**src/rtl/rf_wport_arbiter.sv**
```systemverilog
// Register-file write-port arbiter: WB stage (A) has absolute priority, long-latency
// results (B) queue in a small FIFO, with a pending-write scoreboard and a starvation stall.
module rf_wport_arbiter #(
    parameter int DATA_W     = 32,
    parameter int ADDR_W     = 5,
    parameter int FIFO_DEPTH = 2,
    parameter int STARVE_MAX = 4
) (
    input  logic                          clk,
    input  logic                          rst,
    input  logic                          a_we,
    input  logic [ADDR_W-1:0]             a_waddr,
    input  logic [DATA_W-1:0]             a_wdata,
    input  logic                          b_valid,
    output logic                          b_ready,
    input  logic [ADDR_W-1:0]             b_waddr,
    input  logic [DATA_W-1:0]             b_wdata,
    input  logic                          iss_valid,
    input  logic [ADDR_W-1:0]             iss_addr,
    input  logic [ADDR_W-1:0]             q_addr1,
    input  logic [ADDR_W-1:0]             q_addr2,
    output logic                          q_busy1,
    output logic                          q_busy2,
    output logic                          rf_we,
    output logic [ADDR_W-1:0]             rf_waddr,
    output logic [DATA_W-1:0]             rf_wdata,
    output logic                          stall_req,
    output logic [$clog2(FIFO_DEPTH):0]   fifo_cnt
);

    localparam int PW     = $clog2(FIFO_DEPTH);
    localparam int CW     = PW + 1;
    localparam int SW     = $clog2(STARVE_MAX + 1);
    localparam int NREG   = 2 ** ADDR_W;

    localparam logic [CW-1:0] CNT_FULL   = CW'(FIFO_DEPTH);
    localparam logic [SW-1:0] STARVE_TOP = SW'(STARVE_MAX);
    localparam logic [SW-1:0] STARVE_ARM = SW'(STARVE_MAX - 1);

    logic [ADDR_W-1:0] mem_addr [FIFO_DEPTH];
    logic [DATA_W-1:0] mem_data [FIFO_DEPTH];
    logic [PW-1:0]     wr_ptr, rd_ptr;
    logic [CW-1:0]     cnt;
    logic [SW-1:0]     starve;
    logic [NREG-1:0]   pend, pend_nxt;

    logic              full, empty, a_req, push, pop, blocked, b_write;
    logic [ADDR_W-1:0] head_addr;
    logic [DATA_W-1:0] head_data;

    assign full      = (cnt == CNT_FULL);
    assign empty     = (cnt == '0);
    assign head_addr = mem_addr[rd_ptr];
    assign head_data = mem_data[rd_ptr];
    assign a_req     = a_we && (a_waddr != '0);
    assign b_ready   = !rst && !full;
    assign push      = b_valid && b_ready;
    assign pop       = !rst && !a_req && !empty;
    assign blocked   = !empty && !pop;
    assign b_write   = pop && (head_addr != '0);
    assign fifo_cnt  = cnt;

    always_comb begin
        rf_we    = 1'b0;
        rf_waddr = '0;
        rf_wdata = '0;
        if (!rst) begin
            if (a_req) begin
                rf_we    = 1'b1;
                rf_waddr = a_waddr;
                rf_wdata = a_wdata;
            end else if (!empty) begin
                rf_we    = (head_addr != '0);
                rf_waddr = head_addr;
                rf_wdata = head_data;
            end
        end
    end

    // A same-cycle B write is not busy: the regfile forwards rf_wdata to ID.
    assign q_busy1 = !rst && pend[q_addr1] && (q_addr1 != '0) && !(b_write && head_addr == q_addr1);
    assign q_busy2 = !rst && pend[q_addr2] && (q_addr2 != '0) && !(b_write && head_addr == q_addr2);

    // Clear first, then set, so a same-cycle re-issue keeps the register pending.
    always_comb begin
        pend_nxt = pend;
        if (b_write)
            pend_nxt[head_addr] = 1'b0;
        if (iss_valid && (iss_addr != '0))
            pend_nxt[iss_addr] = 1'b1;
    end

    always_ff @(posedge clk) begin
        if (push) begin
            mem_addr[wr_ptr] <= b_waddr;
            mem_data[wr_ptr] <= b_wdata;
        end
    end

    always_ff @(posedge clk or posedge rst) begin
        if (rst) begin
            wr_ptr    <= '0;
            rd_ptr    <= '0;
            cnt       <= '0;
            starve    <= '0;
            stall_req <= 1'b0;
            pend      <= '0;
        end else begin
            pend <= pend_nxt;
            if (push)
                wr_ptr <= wr_ptr + PW'(1);
            if (pop)
                rd_ptr <= rd_ptr + PW'(1);
            if (push && !pop)
                cnt <= cnt + CW'(1);
            else if (pop && !push)
                cnt <= cnt - CW'(1);

            if (!blocked)
                starve <= '0;
            else if (starve != STARVE_TOP)
                starve <= starve + SW'(1);

            if (pop)
                stall_req <= 1'b0;
            else if (blocked && starve == STARVE_ARM)
                stall_req <= 1'b1;
        end
    end

endmodule

```
**config.mk**
```make
export PLATFORM = sky130hd
export DESIGN_NAME = rf_wport_arbiter
export DESIGN_NICKNAME = d
export VERILOG_FILES = /design/src/rtl/rf_wport_arbiter.sv
export SDC_FILE = /design/constraint.sdc
export NUM_CORES = 1
export LEC_CHECK = 0
export ABC_AREA = 1
export CORE_ASPECT_RATIO = 0.7
export CORE_MARGIN = 2
export CORE_UTILIZATION = 45
export DETAILED_ROUTE_END_ITERATION = 16
export DONT_BUFFER_PORTS = 1
export GPL_ROUTABILITY_DRIVEN = 0
export GPL_TIMING_DRIVEN = 0
export PLACE_DENSITY_LB_ADDON = 0.08
export SYNTH_ARGS = -nofsm -noshare
export SYNTH_HDL_FRONTEND = slang
export SYNTH_SLANG_ARGS = --single-unit
```
**constraint.sdc**
```tcl
create_clock -name clk -period 3.4 [get_ports clk]
set_clock_uncertainty 0.1 [all_clocks]
set_input_delay 0.68 -clock clk [delete_from_list [all_inputs] [get_ports clk]]
set_output_delay 0.68 -clock clk [all_outputs]
set_load 0.01 [all_outputs]
```
==> impl_results.md, run 1 <==
* Status: completed
* Core ar. at 13200 um^2
* Vias per cell at 5.59
* Crit share post-route at 90.4%
* Starting Density at 46.2%
* Post-synthesis net count at 818
* Hold Path Class: in2async
* Synth async-reset ratio at 35.1%
* Post-synthesis xor/xnor area fraction at 0.719%
* Num rows at 35
* Share of layout cells above drive strength 1 at 8.99%
* Clock Sinks at 114
* Overflow left after global routing at 0
* Number of I/O pins at 138
* Max Fclk at 0.326 GHz
* CTS tree: built
* H-tree levels at 4
* Post-Synth Adder-Cell Area at 0.821%
* DRT antenna net count at 0
* Post-CTS Setup Inserts at 0
* Syn_area_per_cell at 8.46 um^2
* Largest net degree at the start of global routing at 39
* CP Class: reg2out
* Setup tns final at 0 ns
* Crit-path max FO at 10
* Slew @ Worst Pin at 0.668 ns
* Final Critical Period at 3.07 ns
* Largest family of logic cells by synthesized area: simple AND/OR/NAND/NOR gates
* DR pass1 iterations at 5
* Number of global-route vias before repair at 4970
* CP required at 2.62 ns
* # hold bufs at CTS at 1
* Endpoints failing hold at 0
* Fin. max-slew vios at 0
* Post-Syn Instances at 720
* Synthesis-to-layout area growth at 15.0%
* Clock Pin Slew Worst Setup and Hold Paths at 0.06 ns
* Sequential-to-total area share from yosys stat at 52.9%
* Post-route insts no fill at 941
* Mapped Area at 6090 um^2
* Slew headroom at 55.2%
* Dpl cells at 908
* Pwr/cell area at 815 nW/um^2
* First-pass GRT wire length at 28100 um
* Clock Latency Late Sink at 0.41 ns
* Die height at 101 um
* Longest Clk Path Bufs at 2
* N_diodes at 0
* Max IR drop VDD at 569 uV
* Drt wl/cell at 19.3 um
* Dominant register cell in the synthesized netlist: edfxtp_1
* RSZ-0062 raised after global routing: false
* Synth Area in Compound Gates at 12.3%
* CP Capture Type: output port
* DR iter-0 viols at 582
* Data arrival, critical path at 2.29 ns
* EDFF count, synth at 74
* Layout Nets at 841
* Final HPWL DP at 13300 um
* Maxcap violations at 0
* Synth warn at 0
* Remaining DRCs at 0
* Leak Pwr at 3.09 nW
* Initial antenna violation count at 0
* Vias at 5262
* Setup violators final at 0
* Die ar. at 14500 um^2
* Total CTS buffers at 17
* Synth unique cells at 33
* All-Layer GR Usage at 26.0%
* Root Buffer Master: clkbuf_16
* Multiplexer area fraction after synthesis at 0%
* Die Wd at 143 um
* Post_cts resized at 0
* # port buffers at 0
* Routed WL at 18200 um
* Synth Area in Simple Gates at 24.6%
* Synth Register Bits at 114
* CP startpoint kind: register
==> metrics by stage <==
step	setup slack, ns	util, %	area, um^2	power, W	hold slack [ns]
2_1_floorplan	0.164	-	6090	0.00331	0.329
3_3_place_gp	-0.905	48.0	6330	0.00381	0.344
6_report	0.328	53.2	7010	0.00571	0.119
4_1_cts	0.268	53.2	7010	0.00570	0.134
3_5_place_dp	0.433	48.6	6400	0.00389	0.352
5_1_grt	0.157	53.2	7010	0.00604	0.151
==> critical path: stages (launching register included) <==
cell	delay, ns
dfrtp_1	0.45
nor2_1	0.12
inv_1	0.21
clkbuf_1	0.40
o21ai_0	0.18
o32ai_1	0.51
==> routing by layer <==
| metal | vias up | GRT usage, % | part of all wire, % |
|---|---|---|---|
| met5 | - | 0 | 0 |
| met4 | 0 | 8.07 | 1.1 |
| met3 | 19 | 8.65 | 12 |
| met2 | 275 | 36.4 | 42 |
| met1 | 2518 | 38.0 | 45 |
| li1 | 2450 | - | - |
==> power by group <==
group          switching (W)  total [W]  internal [W]
clock               0.000689    0.00179       0.00110
combinational        0.00130    0.00183      0.000531
sequential          0.000260    0.00209       0.00183
==> path summary, 6_finish.rpt <==
path	startpoint	to	slack, ns	cells past startpoint
max	fifo_cnt[0]$_DFFE_PP0P_	rf_wdata[20]	0.33	5
min	rst	stall_req$_DFFE_PP0P_	0.12	2
max reg2reg	rd_ptr$_DFFE_PP0P_	pend[4]$_DFF_PP0_	1.15	5
min reg2reg	pend[0]$_DFF_PP0_	pend[0]$_DFF_PP0_	0.36	1
max in group asynchronous	rst	wr_ptr$_DFFE_PP0N_	2.43	2
min in group clk	b_waddr[3]	mem_addr[0][3]$_DFFE_PP_	0.26	0
==> state kept, by name, indices dropped and copies added, names as in the netlist <==
register / flops
mem_data: 64
pend: 32
mem_addr: 10
starve: 3
fifo_cnt: 2
rd_ptr: 1
stall_req: 1
wr_ptr: 1
==> cells in the mapped netlist (2+ instances only) <==
cell	count	share of area, %
nand2_1	193	12
inv_1	104	6.4
edfxtp_1	74	36
nand3_1	65	5.3
nor2_1	57	3.5
dfrtp_1	40	16
o21ai_0	37	3.0
o32ai_1	32	4.6
o21ai_1	27	2.2
clkbuf_1	15	0.92
nor3_1	10	0.82
buf_2	9	0.74
nand2_2	6	0.62
a21oi_1	5	0.41
nand2_4	5	0.92
o22ai_1	5	0.51
ha_1	4	0.82
o31ai_1	4	0.49
buf_1	3	0.18
clkinv_1	3	0.18
xor2_1	3	0.43
a21oi_2	2	0.29
a31oi_1	2	0.21
inv_2	2	0.12
nand3b_1	2	0.25
nor2_8	2	0.66
o211ai_1	2	0.25
xnor2_1	2	0.29
==> cell usage in the layout, fill, tap and decap left out, types with 3 or more instances in the layout <==
cell type  count
clkbuf_16     17
o21ai_0       37
clkbuf_1      15
nand3_1       65
o31ai_1        4
inv_1        103
nand2_1      193
inv_2          3
nand2_4        5
inv_6          6
o21ai_1       27
o32ai_1       32
buf_12         3
buf_2          9
nand2_2        6
clkinv_4       3
ha_1           4
edfxtp_1      74
nor2_1        55
clkinv_1       3
a21oi_1        5
o22ai_1        5
buf_1          3
dfrtp_1       40
nor3_1        10
xor2_1         3
==> kinds of logic (layout without fill, tap and decap cells) <==
| kind of cell | Yosys count | count (layout) |
|---|---|---|
| AOI/OAI and AO/OA | 117 | 117 |
| xor gates and xnor gates | 5 | 5 |
| adders and majority gates | 4 | 4 |
| buffers and inverters | 137 | 173 |
| DFF | 114 | 114 |
| and+or+nand+nor | 343 | 343 |
==> cell type report <==
| type | count | area, um^2 |
|---|---|---|
| fill | 1218 | 6170 |
| sequential | 114 | 3220 |
| multi-input combinational | 469 | 2350 |
| clock buffer | 17 | 425 |
| inverter | 109 | 409 |
| tap | 185 | 231 |
| clock inverter | 15 | 170 |
| buffer | 28 | 124 |
| timing repair buffer | 4 | 70.1 |
No activity file was read; power rests on OpenSTA's default activity.
==> run 2, diff against run 1 <==
Settings changed: ABC_AREA 1 to 0.
==> run 2 against run 1 <==
  * Clock power increased by 6%
  * Cell count decreased by 33%
  * Sequential share of layout area increased by 2.4 points
  * Clock-buffer cell count increased by 1
  * Global-route usage decreased by 4.8 points
  * Worst hold slack got worse by 0.089 ns
  * Maximum frequency decreased by 1.8%
  * Sequential power decreased by 4%
  * Power decreased by 6.0%
  * Critical endpoint is now rf_wdata[0]
  * Largest power group unchanged
==> impl_results.md, run 2 <==
* Max IR drop VDD at 399 uV (-30%)
* Maxcap violations at 0 (unchanged)
* CP Capture Type: output port
* Number of I/O pins at 138 (unchanged)
* Crit-path max cell delay at 0.44 ns (-0.07 ns)
* Layout Nets at 555 (-34%)
* Total CTS buffers at 17 (unchanged)
* Synth cell count leaders: edfxtp_1 (74), o21ai_0 (54), nand2_1 (46)
* Overflow left after global routing at 0 (unchanged)
* CP Class: reg2out
* Setup violators final at 0 (unchanged)
* Crit share post-route at 92.0% (+1.7 points)
* First-pass GRT wire length at 21800 um (-22%)
* Longest Clk Path Bufs at 2 (unchanged)
* Dominant register cell in the synthesized netlist: edfxtp_1
* Total Power at 0.00536 W (-6.0%)
* Pwr/cell area at 806 nW/um^2 (-1.0%)
* DR iter-0 viols at 350 (-40%)
* Post-CTS Setup Inserts at 0 (unchanged)
* Area of the multi-input gates at 2340 um^2 (-0.64%)
* Dpl cells at 600 (-34%)
* Starting Density at 46.1% (-0.11 points)
* Slew headroom at 64.0% (+8.8 points)
* Syn_area_per_cell at 13.2 um^2 (+56%)
* Vias per cell at 6.09 (+8.9%)
* Max Fclk at 0.320 GHz (-1.8%)
* Final Critical Period at 3.13 ns (+0.0574 ns)
* Largest net degree at the start of global routing at 34 (-13%)
* FF+latch area at 3220 um^2 (unchanged)
* N_diodes at 0 (unchanged)
* Crit-path max FO at 10 (unchanged)
* DR pass1 iterations at 5 (unchanged)
* Vias at 3849 (-27%)
* CP bufs+invs at 3 (+1)
* Delay-heaviest family, CP: buffers and inverters
* Post-Syn Instances at 435 (-40%)
* Root Buffer Master: clkbuf_16
* Final HPWL DP at 10100 um (-24%)
* Num rows at 34 (-2.9%)
* Number of global-route vias before repair at 3816 (-23%)
* Area leader, netlist: edfxtp_1
* Max stage delay cell, worst path: clkbuf_1
* Endpoints failing hold at 0 (unchanged)
* Synthesis-to-layout area growth at 15.7%
* CTS tree: built
* Fin. max-slew vios at 0 (unchanged)
* Data arrival, critical path at 2.35 ns (+0.06 ns)
* Most frequent cells in the layout: edfxtp_1 (74), o21ai_0 (54), nand2_1 (46)
* Clock Pin Slew Worst Setup and Hold Paths at 0.06 ns (about the same)
* Drt wl/cell at 22.4 um (+16%)
* Routed WL at 14100 um (-22%)
* EDFF count, synth at 74 (unchanged)
* Synth warn at 0 (unchanged)
* Post-route insts no fill at 632 (-33%)
* CP startpoint kind: register
* # port buffers at 0 (unchanged)
* Post_cts resized at 0 (unchanged)
* Most common cell in the netlist: edfxtp_1
* Hold Path Class: in2async
* Initial antenna violation count at 0 (unchanged)
* DRT antenna net count at 0 (unchanged)
* RSZ-0062 raised after global routing: false
* Sequential-to-total area share from yosys stat at 56.1% (+3.2 points)
* Synth area leaders: edfxtp_1 (39%), dfrtp_1 (17%), mux4_1 (7.3%), mux2i_1 (6.3%), o21ai_0 (4.7%)
* Top cell type's share of synthesized area at 38.7% (+2.2 points)
* Synth Register Bits at 114 (unchanged)
* Clock Sinks at 114 (unchanged)
* Synth async-reset ratio at 35.1% (unchanged)
* Worst path cell trace: clkbuf_2 -> o21ba_2 -> nand3_1 -> buf_2 -> clkbuf_1 -> o21ai_0
* Largest register FFs at 64 (unchanged)
* Top reg by flops: mem_data
* Fillers at 1064 (-13%)
* Clock Latency Late Sink at 0.40 ns (about the same)
* Synth unique cells at 43 (+30%)
* Remaining DRCs at 0 (unchanged)
* Status: completed
* All-Layer GR Usage at 21.2% (-4.8 points)
* Die Wd at 139 um (-2.8%)
* Mapped Area at 5750 um^2 (-5.7%)
* Die ar. at 13700 um^2 (-5.5%)
* H-tree levels at 4 (unchanged)
* Commonest non-fill, non-tap cell in the layout: edfxtp_1
* Die height at 98.6 um (-2.8%)
* Top Registers: mem_data x64, pend x32, mem_addr x10
* CP required at 2.62 ns (about the same)
* Post-synthesis net count at 533 (-35%)
* Core ar. at 12500 um^2 (-5.4%)
* # hold bufs at CTS at 0 (-1)
* Leak Pwr at 2.42 nW (-22%)
* Slew @ Worst Pin at 0.540 ns (-0.128 ns)
* Share of layout cells above drive strength 1 at 16.8% (+7.8 points)
* Final hold slack at 0.0299 ns (-0.0889 ns)
[run 2: logic make-up after synthesis]
family	Yosys count	share of synthesized area, %
and+or+nand+nor	87	7.38
DFF	114	56.1
buffers and inverters	35	3.42
AOI/OAI and AO/OA	116	12.8
muxes	63	17.0
xor gates and xnor gates	16	2.44
adders and majority gates	4	0.871
[run 2: path summary, 6_finish.rpt]
path,depth (start not counted),slack [ns],startpoint,endpoint
worst max-delay path,6,0.27,fifo_cnt[0]$_DFFE_PP0P_,rf_wdata[0]
worst min-delay path,1,0.03,rst,pend[7]$_DFF_PP0_
worst max register to register,9,1.05,fifo_cnt[0]$_DFFE_PP0P_,fifo_cnt[1]$_DFFE_PP0P_
worst min register to register,1,0.40,pend[0]$_DFF_PP0_,pend[0]$_DFF_PP0_
max in group asynchronous,2,2.68,rst,rd_ptr$_DFFE_PP0P_
min in group clk,0,0.27,b_wdata[24],mem_data[0][24]$_DFFE_PP_
[run 2: stage by stage]
| step | utilization (%) | worst slack, ns | TNS (ns) | cell area (um^2) |
|---|---|---|---|---|
| 3_5_place_dp | 48.3 | 0.388 | 0 | 6020 |
| 2_1_floorplan | - | 0.183 | 0 | 5750 |
| 3_3_place_gp | 47.8 | -0.968 | -48.14 | 5950 |
| 6_report | 53.4 | 0.271 | 0 | 6650 |
| 4_1_cts | 53.4 | 0.226 | 0 | 6650 |
| 5_1_grt | 53.4 | 0.120 | 0 | 6650 |
[run 2: cell type report]
type                            count  share of cell area, %
Clock buffer                       18                   6.45
Multi-Input combinational cell    286                   35.1
Sequential cell                   114                   48.4
Clock inverter                     14                   3.07
Buffer                             29                   2.61
Tap cell                          162                   3.05
Timing Repair Buffer                3                  0.903
Inverter                            6                  0.338
[run 2: routing by layer]
layer,routed length (um),track usage (%)
met5,0,0
met4,105,6.60
met1,6540,30.8
met2,6200,30.1
met3,1300,7.19
[run 2: power by group]
part / switching (W) / total, W / internal (W)
clock network: 0.000650 / 0.00189 / 0.00124
logic: 0.000841 / 0.00148 / 0.000639
registers: 0.000198 / 0.00200 / 0.00180
==> run 3, diff against run 2 <==
Settings changed: RECOVER_POWER set to 100.
==> run 3 against run 2 <==
  * Non-clock buffer count unchanged
  * Global-route usage stayed put
  * Maximum frequency is 2.2% lower
  * Worst hold slack better by 0.00066 ns
  * First-iteration DRC count grew 14%
  * Clock power is essentially flat
  * Cell area down 0.90%
==> impl_results.md, run 3 (synthesis results as in run 2) <==
* Status: completed
* Hold Path Class: in2async
* Post-CTS Setup Inserts at 0 (unchanged)
* Leak Pwr at 2.40 nW (-0.79%)
* R2R Path End: mem_data[0][18]$_DFFE_PP_
* Commonest non-fill, non-tap cell in the layout: edfxtp_1
* Endpoints failing hold at 0 (unchanged)
* Max Fclk at 0.313 GHz (-2.2%)
* Data arrival, critical path at 2.42 ns (+0.07 ns)
* Met1 Usage GRT at 30.8% (unchanged)
* Drt wl/cell at 22.4 um (-0.11%)
* Worst path cell trace: buf_6 -> mux2_2 -> nor3_4 -> a211oi_1 -> a221oi_1
* First-pass GRT wire length at 21800 um (unchanged)
* Crit-path max cell delay at 0.51 ns (+0.07 ns)
* Crit-path max FO at 9 (-1)
* Vias at 3813 (-0.94%)
* Post_cts resized at 0 (unchanged)
* DR pass1 iterations at 6 (+1)
* RR Startpoint: fifo_cnt[0]$_DFFE_PP0P_
* Fin area at 6590 um^2 (-0.90%)
* Setup violators final at 0 (unchanged)
* Final HPWL DP at 10100 um (unchanged)
* Starting Density at 46.1% (unchanged)
* CP required at 2.62 ns (about the same)
* Max IR drop VDD at 394 uV (-1.4%)
* Total CTS buffers at 17 (unchanged)
* Number of I/O pins at 138 (unchanged)
* Post-DP Area at 6020 um^2 (unchanged)
* Fin. max-slew vios at 0 (unchanged)
* Longest Clk Path Bufs at 2 (unchanged)
* DRT antenna net count at 0 (unchanged)
* Synthesis-to-layout area growth at 14.7%
* Num rows at 34 (unchanged)
* Post-route insts no fill at 632 (unchanged)
* Dpl cells at 600 (unchanged)
* Maxcap violations at 0 (unchanged)
* Die height at 98.6 um (unchanged)
* Largest register FFs at 64 (unchanged)
* Top reg by flops: mem_data
* CP bufs+invs at 1 (-2)
* Largest net degree at the start of global routing at 34 (unchanged)
* DR iter-0 viols at 398 (+14%)
* Clock Sinks at 114 (unchanged)
* Core ar. at 12500 um^2 (unchanged)
* Die ar. at 13700 um^2 (unchanged)
* CTS tree: built
* R2R depth at 6 (-3)
* CP Capture Type: output port
* Slew headroom at 40.1% (-24 points)
* # port buffers at 0 (unchanged)
* Share of layout cells above drive strength 1 at 14.7% (-2.1 points)
* Routed WL at 14100 um (-0.11%)
* Met2 Track Usage GR at 30.1% (unchanged)
* Layout Nets at 555 (unchanged)
* Delay-heaviest family, CP: compound AO/OA/AOI/OAI gates
* Max stage delay cell, worst path: a221oi_1
* All-Layer GR Usage at 21.2% (unchanged)
* Number of global-route vias before repair at 3816 (unchanged)
* Clock Latency Late Sink at 0.40 ns (about the same)
* Root Buffer Master: clkbuf_16
* Overflow left after global routing at 0 (unchanged)
* R2r setup slk at 0.38 ns (-0.67 ns)
* Slew @ Worst Pin at 0.899 ns (+0.358 ns)
* Most frequent cells in the layout: edfxtp_1 (74), o21ai_0 (63), nand2_1 (46)
* # hold bufs at CTS at 0 (unchanged)
* Top Registers: mem_data x64, pend x32, mem_addr x10
* Pwr/cell area at 807 nW/um^2 (about the same)
* CP startpoint kind: register
* Remaining DRCs at 0 (unchanged)
* Die Wd at 139 um (unchanged)
* Clock Pin Slew Worst Setup and Hold Paths at 0.06 ns (about the same)
* Vias per cell at 6.03 (-0.94%)
* H-tree levels at 4 (unchanged)
* GRT busiest layer: met1
* Met3 GRT Util at 7.19% (unchanged)
* Crit share post-route at 94.1% (+2.1 points)
* RSZ-0062 raised after global routing: false
* Final Critical Period at 3.20 ns (+0.0700 ns)
* CP Class: reg2out
* Initial antenna violation count at 0 (unchanged)
* N_diodes at 0 (unchanged)
## run 3: metal layers
metal	vias to the layer above	share of wire [%]	wire, um
met2	187	45	6320
met1	1871	45	6320
met3	8	10	1410
li1	1747	-	-
met4	0	0.62	87
met5	-	0	0
## run 3: power breakdown
| group | internal, W | leakage, nW | total (W) | switching, W |
|---|---|---|---|---|
| logic | 0.000616 | 0.957 | 0.00144 | 0.000823 |
| clock network | 0.00124 | 0.298 | 0.00189 | 0.000648 |
| registers | 0.00180 | 1.15 | 0.00199 | 0.000194 |
## run 3: area by class of cell
class	instances	area [um^2]
fill	1076	5870
sequential	114	3220
multi-input combinational	286	2310
clock buffer	18	429
clock inverter	14	204
tap	162	203
buffer	29	169
timing repair buffer	3	32.5
inverter	6	22.5
## run 3: how the worst max path moves through the flow
stage,start,to,slack [ns],depth (start not counted)
finish,rd_ptr$_DFFE_PP0P_,q_busy2,0.20,5
global route,rd_ptr$_DFFE_PP0P_,q_busy2,0.09,5
CTS,fifo_cnt[0]$_DFFE_PP0P_,rf_wdata[0],0.23,6
detailed placement,rst,rf_waddr[1],0.39,7
global placement,rst,mem_data[0][29]$_DFFE_PP_,-0.97,3
floorplan,rst,mem_addr[0][0]$_DFFE_PP_,0.18,3
## run 3: worst reg2reg max path, cell delays in order (launching register included)
cell	delay (ns)
dfrtp_1	0.40
clkbuf_1	0.29
inv_1	0.07
a21oi_1	0.41
nand2_1	0.19
nor2_1	0.59
clkbuf_4	0.59
## run 3: stage by stage
stage / setup TNS, ns / total power (W) / hold slack (ns) / setup slack (ns) / utilization (%)
final: 0 / 0.00532 / 0.0305 / 0.201 / 52.9
after global routing: 0 / 0.00560 / 0.0313 / 0.0902 / 52.9
after CTS: 0 / 0.00539 / 0.0260 / 0.226 / 53.4
after detailed placement: 0 / 0.00349 / 0.382 / 0.388 / 48.3
after global placement: -48.14 / 0.00344 / 0.367 / -0.968 / 47.8
after floorplan: 0 / 0.00309 / 0.336 / 0.183 / -
